`src/rtl/sd_pkg.sv`:
```
`default_nettype none
// +--------------------------------------------------------------------------+
// | Package     : sd_pkg                                                     |
// | Description : Shared types and constants for the SD sector buffer        |
// |               controller: FSM state encoding, default sector size and    |
// |               the fixed 9-bit buffer address type.                       |
// | Revision    : 1.0  initial release                                       |
// +--------------------------------------------------------------------------+
package sd_pkg;

  // Default sector buffer size in bytes.
  localparam int SECTOR_BYTES = 512;

  // Buffer byte-address width; fixed, independent of SECTOR_BYTES.
  localparam int BUF_AW = 9;

  typedef logic [BUF_AW-1:0] buf_addr_t;

  typedef enum logic [1:0] {
    ST_IDLE  = 2'd0,
    ST_REQ   = 2'd1,
    ST_FILL  = 2'd2,
    ST_DRAIN = 2'd3
  } state_t;

endpackage : sd_pkg
`default_nettype wire

```
`src/rtl/sd_buf_ctrl_if.sv`:
```
`default_nettype none
// +--------------------------------------------------------------------------+
// | Interface   : sd_buf_ctrl_if                                             |
// | Description : Bundles every non-clock/reset signal of sd_buf_ctrl.       |
// |   Command   : start, sector -> busy, done, err                           |
// |   SD reader : sd_req, sd_sector -> ; <- sd_ack, sd_err                   |
// |   Word in   : in_valid, in_data -> ; <- in_ready                         |
// |   Buffer RAM: ram_we, ram_waddr, ram_wdata, ram_raddr -> ; <- ram_rdata  |
// |   Byte out  : out_valid, out_data -> ; <- out_ready                      |
// |   master = controller side, slave = environment side.                    |
// | Revision    : 1.0  initial release                                       |
// +--------------------------------------------------------------------------+
interface sd_buf_ctrl_if #(
  parameter int ADDR_W = 32
) ();
  import sd_pkg::*;

  logic              start;
  logic [ADDR_W-1:0] sector;
  logic              busy;
  logic              done;
  logic              err;

  logic              sd_req;
  logic [ADDR_W-1:0] sd_sector;
  logic              sd_ack;
  logic              sd_err;

  logic              in_valid;
  logic              in_ready;
  logic [15:0]       in_data;

  logic              ram_we;
  buf_addr_t         ram_waddr;
  logic [15:0]       ram_wdata;
  buf_addr_t         ram_raddr;
  logic [7:0]        ram_rdata;

  logic              out_valid;
  logic              out_ready;
  logic [7:0]        out_data;

  modport master (
    input  start, sector, sd_ack, sd_err, in_valid, in_data, ram_rdata, out_ready,
    output busy, done, err, sd_req, sd_sector, in_ready,
           ram_we, ram_waddr, ram_wdata, ram_raddr, out_valid, out_data
  );

  modport slave (
    output start, sector, sd_ack, sd_err, in_valid, in_data, ram_rdata, out_ready,
    input  busy, done, err, sd_req, sd_sector, in_ready,
           ram_we, ram_waddr, ram_wdata, ram_raddr, out_valid, out_data
  );

endinterface : sd_buf_ctrl_if
`default_nettype wire

```
`src/rtl/sd_buf_ctrl.sv`:
```
`default_nettype none
// +--------------------------------------------------------------------------+
// | Module      : sd_buf_ctrl                                                |
// | Description : Fetches one sector from an SD reader into an external      |
// |               byte buffer (16-bit writes, big-endian byte order within   |
// |               a word) and then streams it out one byte per handshake.    |
// | Ports       : clk  - sole clock, rising edge                             |
// |               rst  - asynchronous active-high reset                      |
// |               bus  - sd_buf_ctrl_if.master (command, SD reader, word     |
// |                      input, buffer RAM and byte output signals)          |
// | Revision    : 1.0  initial release                                       |
// +--------------------------------------------------------------------------+
module sd_buf_ctrl #(
  parameter int SECTOR_BYTES = sd_pkg::SECTOR_BYTES,
  parameter int ADDR_W       = 32
) (
  input  wire logic     clk,
  input  wire logic     rst,
  sd_buf_ctrl_if.master bus
);
  import sd_pkg::*;

  localparam buf_addr_t C_LAST_WADDR = buf_addr_t'(SECTOR_BYTES - 2);
  localparam buf_addr_t C_LAST_RADDR = buf_addr_t'(SECTOR_BYTES - 1);
  localparam buf_addr_t C_WORD_STEP  = buf_addr_t'(2);
  localparam buf_addr_t C_BYTE_STEP  = buf_addr_t'(1);

  state_t            r_state;
  buf_addr_t         r_waddr;
  buf_addr_t         r_raddr;
  logic [ADDR_W-1:0] r_sector;
  logic              r_busy;
  logic              r_sd_req;
  logic              r_in_ready;
  logic              r_out_valid;
  logic              r_done;
  logic              r_err;

  // r_in_ready is only ever high in FILL, so it doubles as the FILL qualifier.
  // An sd_err in the same cycle kills the word so nothing reaches the buffer.
  logic w_in_fire;
  logic w_out_fire;
  assign w_in_fire  = bus.in_valid && r_in_ready && !bus.sd_err;
  assign w_out_fire = r_out_valid && bus.out_ready;

  always_ff @(posedge clk or posedge rst) begin
    if (rst) begin
      r_state     <= ST_IDLE;
      r_waddr     <= '0;
      r_raddr     <= '0;
      r_sector    <= '0;
      r_busy      <= 1'b0;
      r_sd_req    <= 1'b0;
      r_in_ready  <= 1'b0;
      r_out_valid <= 1'b0;
      r_done      <= 1'b0;
      r_err       <= 1'b0;
    end else begin
      r_done <= 1'b0;
      r_err  <= 1'b0;
      case (r_state)
        ST_IDLE: begin
          if (bus.start) begin
            r_sector <= bus.sector;
            r_state  <= ST_REQ;
            r_busy   <= 1'b1;
            r_sd_req <= 1'b1;
          end
        end

        ST_REQ: begin
          // Error wins over a simultaneous acknowledge.
          if (bus.sd_err) begin
            r_state  <= ST_IDLE;
            r_busy   <= 1'b0;
            r_sd_req <= 1'b0;
            r_err    <= 1'b1;
          end else if (bus.sd_ack) begin
            r_state    <= ST_FILL;
            r_sd_req   <= 1'b0;
            r_in_ready <= 1'b1;
            r_waddr    <= '0;
          end
        end

        ST_FILL: begin
          if (bus.sd_err) begin
            r_state    <= ST_IDLE;
            r_busy     <= 1'b0;
            r_in_ready <= 1'b0;
            r_err      <= 1'b1;
          end else if (w_in_fire) begin
            // Natural 9-bit wrap takes the last word address back to 0.
            r_waddr <= r_waddr + C_WORD_STEP;
            if (r_waddr == C_LAST_WADDR) begin
              r_state     <= ST_DRAIN;
              r_in_ready  <= 1'b0;
              r_out_valid <= 1'b1;
              r_raddr     <= '0;
            end
          end
        end

        ST_DRAIN: begin
          if (w_out_fire) begin
            r_raddr <= r_raddr + C_BYTE_STEP;
            if (r_raddr == C_LAST_RADDR) begin
              r_state     <= ST_IDLE;
              r_busy      <= 1'b0;
              r_out_valid <= 1'b0;
              r_done      <= 1'b1;
            end
          end
        end

        default: begin
          r_state     <= ST_IDLE;
          r_busy      <= 1'b0;
          r_sd_req    <= 1'b0;
          r_in_ready  <= 1'b0;
          r_out_valid <= 1'b0;
        end
      endcase
    end
  end

  assign bus.busy      = r_busy;
  assign bus.done      = r_done;
  assign bus.err       = r_err;
  assign bus.sd_req    = r_sd_req;
  assign bus.sd_sector = r_sector;
  assign bus.in_ready  = r_in_ready;
  assign bus.ram_we    = w_in_fire;
  assign bus.ram_waddr = r_waddr;
  assign bus.ram_wdata = bus.in_data;
  assign bus.ram_raddr = r_raddr;
  assign bus.out_valid = r_out_valid;
  assign bus.out_data  = bus.ram_rdata;

endmodule : sd_buf_ctrl
`default_nettype wire

```
`src/flat_wrapper.sv`:
```
// flat-port wrapper written by rule: the top's interface ports become plain ports
module sd_buf_ctrl_flat import sd_pkg::*;
#(
  parameter int SECTOR_BYTES = sd_pkg::SECTOR_BYTES,
  parameter int ADDR_W       = 32
)
  (clk, rst, bus_start, bus_sector, bus_sd_ack, bus_sd_err, bus_in_valid, bus_in_data, bus_ram_rdata, bus_out_ready, bus_busy, bus_done, bus_err, bus_sd_req, bus_sd_sector, bus_in_ready, bus_ram_we, bus_ram_waddr, bus_ram_wdata, bus_ram_raddr, bus_out_valid, bus_out_data);
  sd_buf_ctrl_if #(.ADDR_W(ADDR_W)) bus_i ();
  input  wire logic clk;
  input  wire logic rst;
  input wire logic [$bits(bus_i.start)-1:0] bus_start;
  input wire logic [$bits(bus_i.sector)-1:0] bus_sector;
  input wire logic [$bits(bus_i.sd_ack)-1:0] bus_sd_ack;
  input wire logic [$bits(bus_i.sd_err)-1:0] bus_sd_err;
  input wire logic [$bits(bus_i.in_valid)-1:0] bus_in_valid;
  input wire logic [$bits(bus_i.in_data)-1:0] bus_in_data;
  input wire logic [$bits(bus_i.ram_rdata)-1:0] bus_ram_rdata;
  input wire logic [$bits(bus_i.out_ready)-1:0] bus_out_ready;
  output wire logic [$bits(bus_i.busy)-1:0] bus_busy;
  output wire logic [$bits(bus_i.done)-1:0] bus_done;
  output wire logic [$bits(bus_i.err)-1:0] bus_err;
  output wire logic [$bits(bus_i.sd_req)-1:0] bus_sd_req;
  output wire logic [$bits(bus_i.sd_sector)-1:0] bus_sd_sector;
  output wire logic [$bits(bus_i.in_ready)-1:0] bus_in_ready;
  output wire logic [$bits(bus_i.ram_we)-1:0] bus_ram_we;
  output wire logic [$bits(bus_i.ram_waddr)-1:0] bus_ram_waddr;
  output wire logic [$bits(bus_i.ram_wdata)-1:0] bus_ram_wdata;
  output wire logic [$bits(bus_i.ram_raddr)-1:0] bus_ram_raddr;
  output wire logic [$bits(bus_i.out_valid)-1:0] bus_out_valid;
  output wire logic [$bits(bus_i.out_data)-1:0] bus_out_data;
  assign bus_i.start = bus_start;
  assign bus_i.sector = bus_sector;
  assign bus_i.sd_ack = bus_sd_ack;
  assign bus_i.sd_err = bus_sd_err;
  assign bus_i.in_valid = bus_in_valid;
  assign bus_i.in_data = bus_in_data;
  assign bus_i.ram_rdata = bus_ram_rdata;
  assign bus_i.out_ready = bus_out_ready;
  assign bus_busy = bus_i.busy;
  assign bus_done = bus_i.done;
  assign bus_err = bus_i.err;
  assign bus_sd_req = bus_i.sd_req;
  assign bus_sd_sector = bus_i.sd_sector;
  assign bus_in_ready = bus_i.in_ready;
  assign bus_ram_we = bus_i.ram_we;
  assign bus_ram_waddr = bus_i.ram_waddr;
  assign bus_ram_wdata = bus_i.ram_wdata;
  assign bus_ram_raddr = bus_i.ram_raddr;
  assign bus_out_valid = bus_i.out_valid;
  assign bus_out_data = bus_i.out_data;
  sd_buf_ctrl #(.SECTOR_BYTES(SECTOR_BYTES), .ADDR_W(ADDR_W)) u_core (.clk(clk), .rst(rst), .bus(bus_i));
endmodule
```
`config.mk`:
```
export PLATFORM = sky130hd
export DESIGN_NAME = sd_buf_ctrl_flat
export DESIGN_NICKNAME = d
export VERILOG_FILES = /design/src/rtl/sd_pkg.sv /design/src/rtl/sd_buf_ctrl_if.sv /design/src/rtl/sd_buf_ctrl.sv /design/src/flat_wrapper.sv
export SDC_FILE = /design/constraint.sdc
export NUM_CORES = 1
export LEC_CHECK = 0
export CORE_UTILIZATION = 40
export CTS_CLUSTER_SIZE = 8
export DETAILED_ROUTE_END_ITERATION = 6
export MAX_ROUTING_LAYER = met4
export PLACE_DENSITY = 0.92
export SYNTH_ARGS = -nofsm -noshare
export SYNTH_HDL_FRONTEND = slang
export SYNTH_SLANG_ARGS = --single-unit
```
`constraint.sdc`:
```
create_clock -name clk -period 2.5 [get_ports clk]
set_input_delay 0.375 -clock clk [delete_from_list [all_inputs] [get_ports clk]]
set_output_delay 0.375 -clock clk [all_outputs]
set_load 0.05 [all_outputs]
```
==> out/summary.txt <==
Status - finished clean
Post-layout minimum cycle time - 2.30 ns
Die height - 85.4 µm
Buf/Inv on CP - 0
Ports - 144
Vias - 2132
Critical Path Stages - 9
Max Clk Rate - 0.436 GHz
CP Launch Type - flip-flop
Pre-CTS WS - 0.186 ns
Clock latency on the worst-skew pair - 0.33 ns
Initial Util - 0.412
Clock H-tree levels - 3
Nets - 399
DP HPWL - 4.63 mm
R2r startpoint - u_core.bus.ram_raddr[0]$_DFFE_PP0P_
Max-cap check violation count - 0
Grt ovf - 0
Syn nets - 320
CTS tree - done
Sink Count - 57
IO buf count - 94
Share of cells above drive strength 1 - 0.168
Worst path cell trace - ha_1 -> and3_1 -> nand3_1 -> nor2_1 -> ha_1 -> nand3_1 -> a21oi_1 -> a21boi_0 -> mux2_2
Ys Warns - 0
Setup bufs post-CTS - 0
Largest net degree at the start of global routing - 33
Hold_ws - 0.421 ns
DRC violation count after routing - 0
Hold Fails Final Rpt - 0
Core Area - 6760 µm²
Final Non-Filler Cells - 413
R2R Setup Slk - 0.20 ns
Top cells by area, synth - dfrtp_1 (51%), mux2_2 (13%), buf_4 (6.7%)
Setup Viol. Count Final - 0
Post-synth top area share - 0.512
DP Area - 3650 µm²
Vias in the first global route - 2112
Routability-driven placement congestion ratio - 0.816
1st-iter DRT viols - 32
Worst Path Required - 2.71 ns
Routing usage on met2 - 0.309
Post-CTS resize count - 0
Number of buffers inserted by hold repair at cts - 0
Die ar. - 7300 µm²
Post-synth top area cell - dfrtp_1
Post-route cell area - 3840 µm²
Syn Inst Count - 249
Crit. End Element - flip-flop
Leak - 1.61 nW
Delay-heaviest family, CP - simple AND/OR/NAND/NOR gates
Register area share after synthesis - 0.512
GR met1 Demand/Resource - 0.201
Final Skew - 0.00892 ns
Hold WC Path Type - input port to async pin
Reg2Reg Depth - 9
Post-Syn Area per Cell - 11.2 µm²
Clock transition at path regs - 0.06 ns
Worst Tran Pin Value - 0.540 ns
Slew headroom - 0.639
CP endpoint - u_core.bus.busy$_DFFE_PP0P_
Antenna diode count - 0
Placed Instances - 397
Met3 GRT Util - 0.0418
Vias/cell - 5.16
Crit path DAT - 2.51 ns
Critical Path Start - u_core.bus.ram_raddr[0]$_DFFE_PP0P_
PwrDens - 1310 nW/µm²
Synth-to-Final Area Change - 38.0%
Pins over their slew limit - 0
Final WS setup - 0.204 ns
Synthesized flop and latch total - 57
Die X - 85.4 µm
CP Class - flip-flop to flip-flop
DR WL/cell - 15.3 µm
Total global-route track usage - 0.183
Synthesized cell area - 2780 µm²
Longest Clk Path Bufs - 2
Worst-path fanout max - 5
Reg-to-reg critical path endpoint - u_core.bus.busy$_DFFE_PP0P_
Initial antenna violation count - 0
VDD IR max - 0.342 mV
First-pass GRT wire length - 10.0 mm
Setup TNS - 0 ns
RSZ-0062 raised after global routing - false
Slowest CP cell - dfrtp_1
Largest stage delay, worst path - 0.41 ns
Top Usage Layer GRT - met2
Post-DRT Antenna Nets - 0
WL final - 6.31 mm
Row count - 30
Distinct cell type count after synthesis - 34
Root Driver - clkbuf_8
CTS buffer count - 9
First-pass iteration count of the detailed router - 4
Fin crit share - 0.918
## metrics by stage
stage / total power [mW] / utilization
after CTS: 5.09 / 0.569
after global placement: 4.18 / 0.541
final: 5.05 / 0.569
after floorplan: 3.41 / -
after global routing: 5.28 / 0.569
after detailed placement: 4.25 / 0.541
## registers in the layout (all words and copies together) (netlist names)
name	cells
u_core.bus.sd_sector	32
u_core.bus.ram_raddr	9
u_core.bus.ram_waddr	8
u_core.r_state	2
u_core.bus.busy	1
u_core.bus.done	1
u_core.bus.err	1
u_core.bus.in_ready	1
u_core.bus.out_valid	1
u_core.bus.sd_req	1
## cell usage in the layout, fill, tap and decap left out, types with 3 or more instances in the layout
| master | instances |
|---|---|
| a21oi_1 | 11 |
| and2_1 | 3 |
| and3_1 | 3 |
| buf_4 | 7 |
| clkbuf_1 | 3 |
| clkbuf_8 | 10 |
| clkdlybuf4s50_1 | 93 |
| dfrtp_1 | 57 |
| ha_1 | 8 |
| inv_1 | 10 |
| mux2_2 | 33 |
| nand2_1 | 11 |
| nand2b_1 | 4 |
| nand3_1 | 4 |
| nand4_1 | 3 |
| nor2_1 | 9 |
| nor2b_1 | 4 |
| o21ai_0 | 22 |
| o31ai_1 | 11 |
| or3_1 | 4 |
| or4_1 | 3 |
## metal layers
metal  wire (µm)  part of all wire
met1        2510              0.40
met2        3250              0.51
met3         411             0.065
met4         141             0.022
met5           0                 0
## how the worst min path moves through the flow
stage                                           end                                  from  cells after the start
2_1_floorplan              u_core.bus.err$_DFF_PP0_                            bus_sd_err                      2
3_3_place_gp   u_core.bus.sd_sector[23]$_DFFE_PP0P_  u_core.bus.sd_sector[23]$_DFFE_PP0P_                      1
3_5_place_dp   u_core.bus.sd_sector[21]$_DFFE_PP0P_  u_core.bus.sd_sector[21]$_DFFE_PP0P_                      1
4_1_cts         u_core.bus.sd_sector[5]$_DFFE_PP0P_                                   rst                      3
5_1_grt        u_core.bus.sd_sector[13]$_DFFE_PP0P_                                   rst                      3
6_report       u_core.bus.sd_sector[13]$_DFFE_PP0P_                                   rst                      3
## cell families after synthesis
group | share of synthesized area
AO/OA/AOI/OAI | 0.112
adder cells (fa/ha/maj) | 0.0360
buffers and inverters | 0.0917
flip-flops | 0.512
multiplexers | 0.141
other | 0.00135
AND/OR/NAND/NOR | 0.106
## power breakdown
group	internal (mW)	switching, mW	leakage (nW)
Sequential	1.26	0.202	0.707
Combinational	1.02	1.74	0.808
Clock	0.485	0.339	0.0974
## area by class of cell
| type | count | area, µm² |
|---|---|---|
| repair buffers | 100 | 983 |
| flip-flops and latches | 57 | 1430 |
| fillers | 559 | 2910 |
| multi-input cells | 149 | 1100 |
| well taps | 80 | 100 |
| clock buffers | 13 | 149 |
| clock inverters | 3 | 40.0 |
| inverters | 11 | 41.3 |
## synth_stat cells
master and n:
nand4_1 3, a31oi_1 1, nand3_1 4, o21ai_0 22, buf_4 25, buf_1 3
a22o_1 1, clkbuf_1 4, nor3_1 1, a21oi_1 11, or3_1 4, a211oi_1 1
o211ai_1 1, mux2i_1 2, or4_1 3, nand2_1 11, nor2_1 9, conb_1 1
or2_2 1, o31a_1 1, nor2b_1 4, nand2b_1 4, mux2_2 33, nand3b_1 2
nand3b_4 1, inv_1 11, a21o_1 1, and3_1 3, ha_1 8, a221o_1 1
o31ai_1 11, and2_1 3, a21boi_0 1, dfrtp_1 57
## worst min-delay path, cell delays in order
cell,delay [ns]
clkdlybuf4s50_1,0.41
inv_2,0.06
buf_4,0.31
No activity file was read; power rests on OpenSTA's default activity.
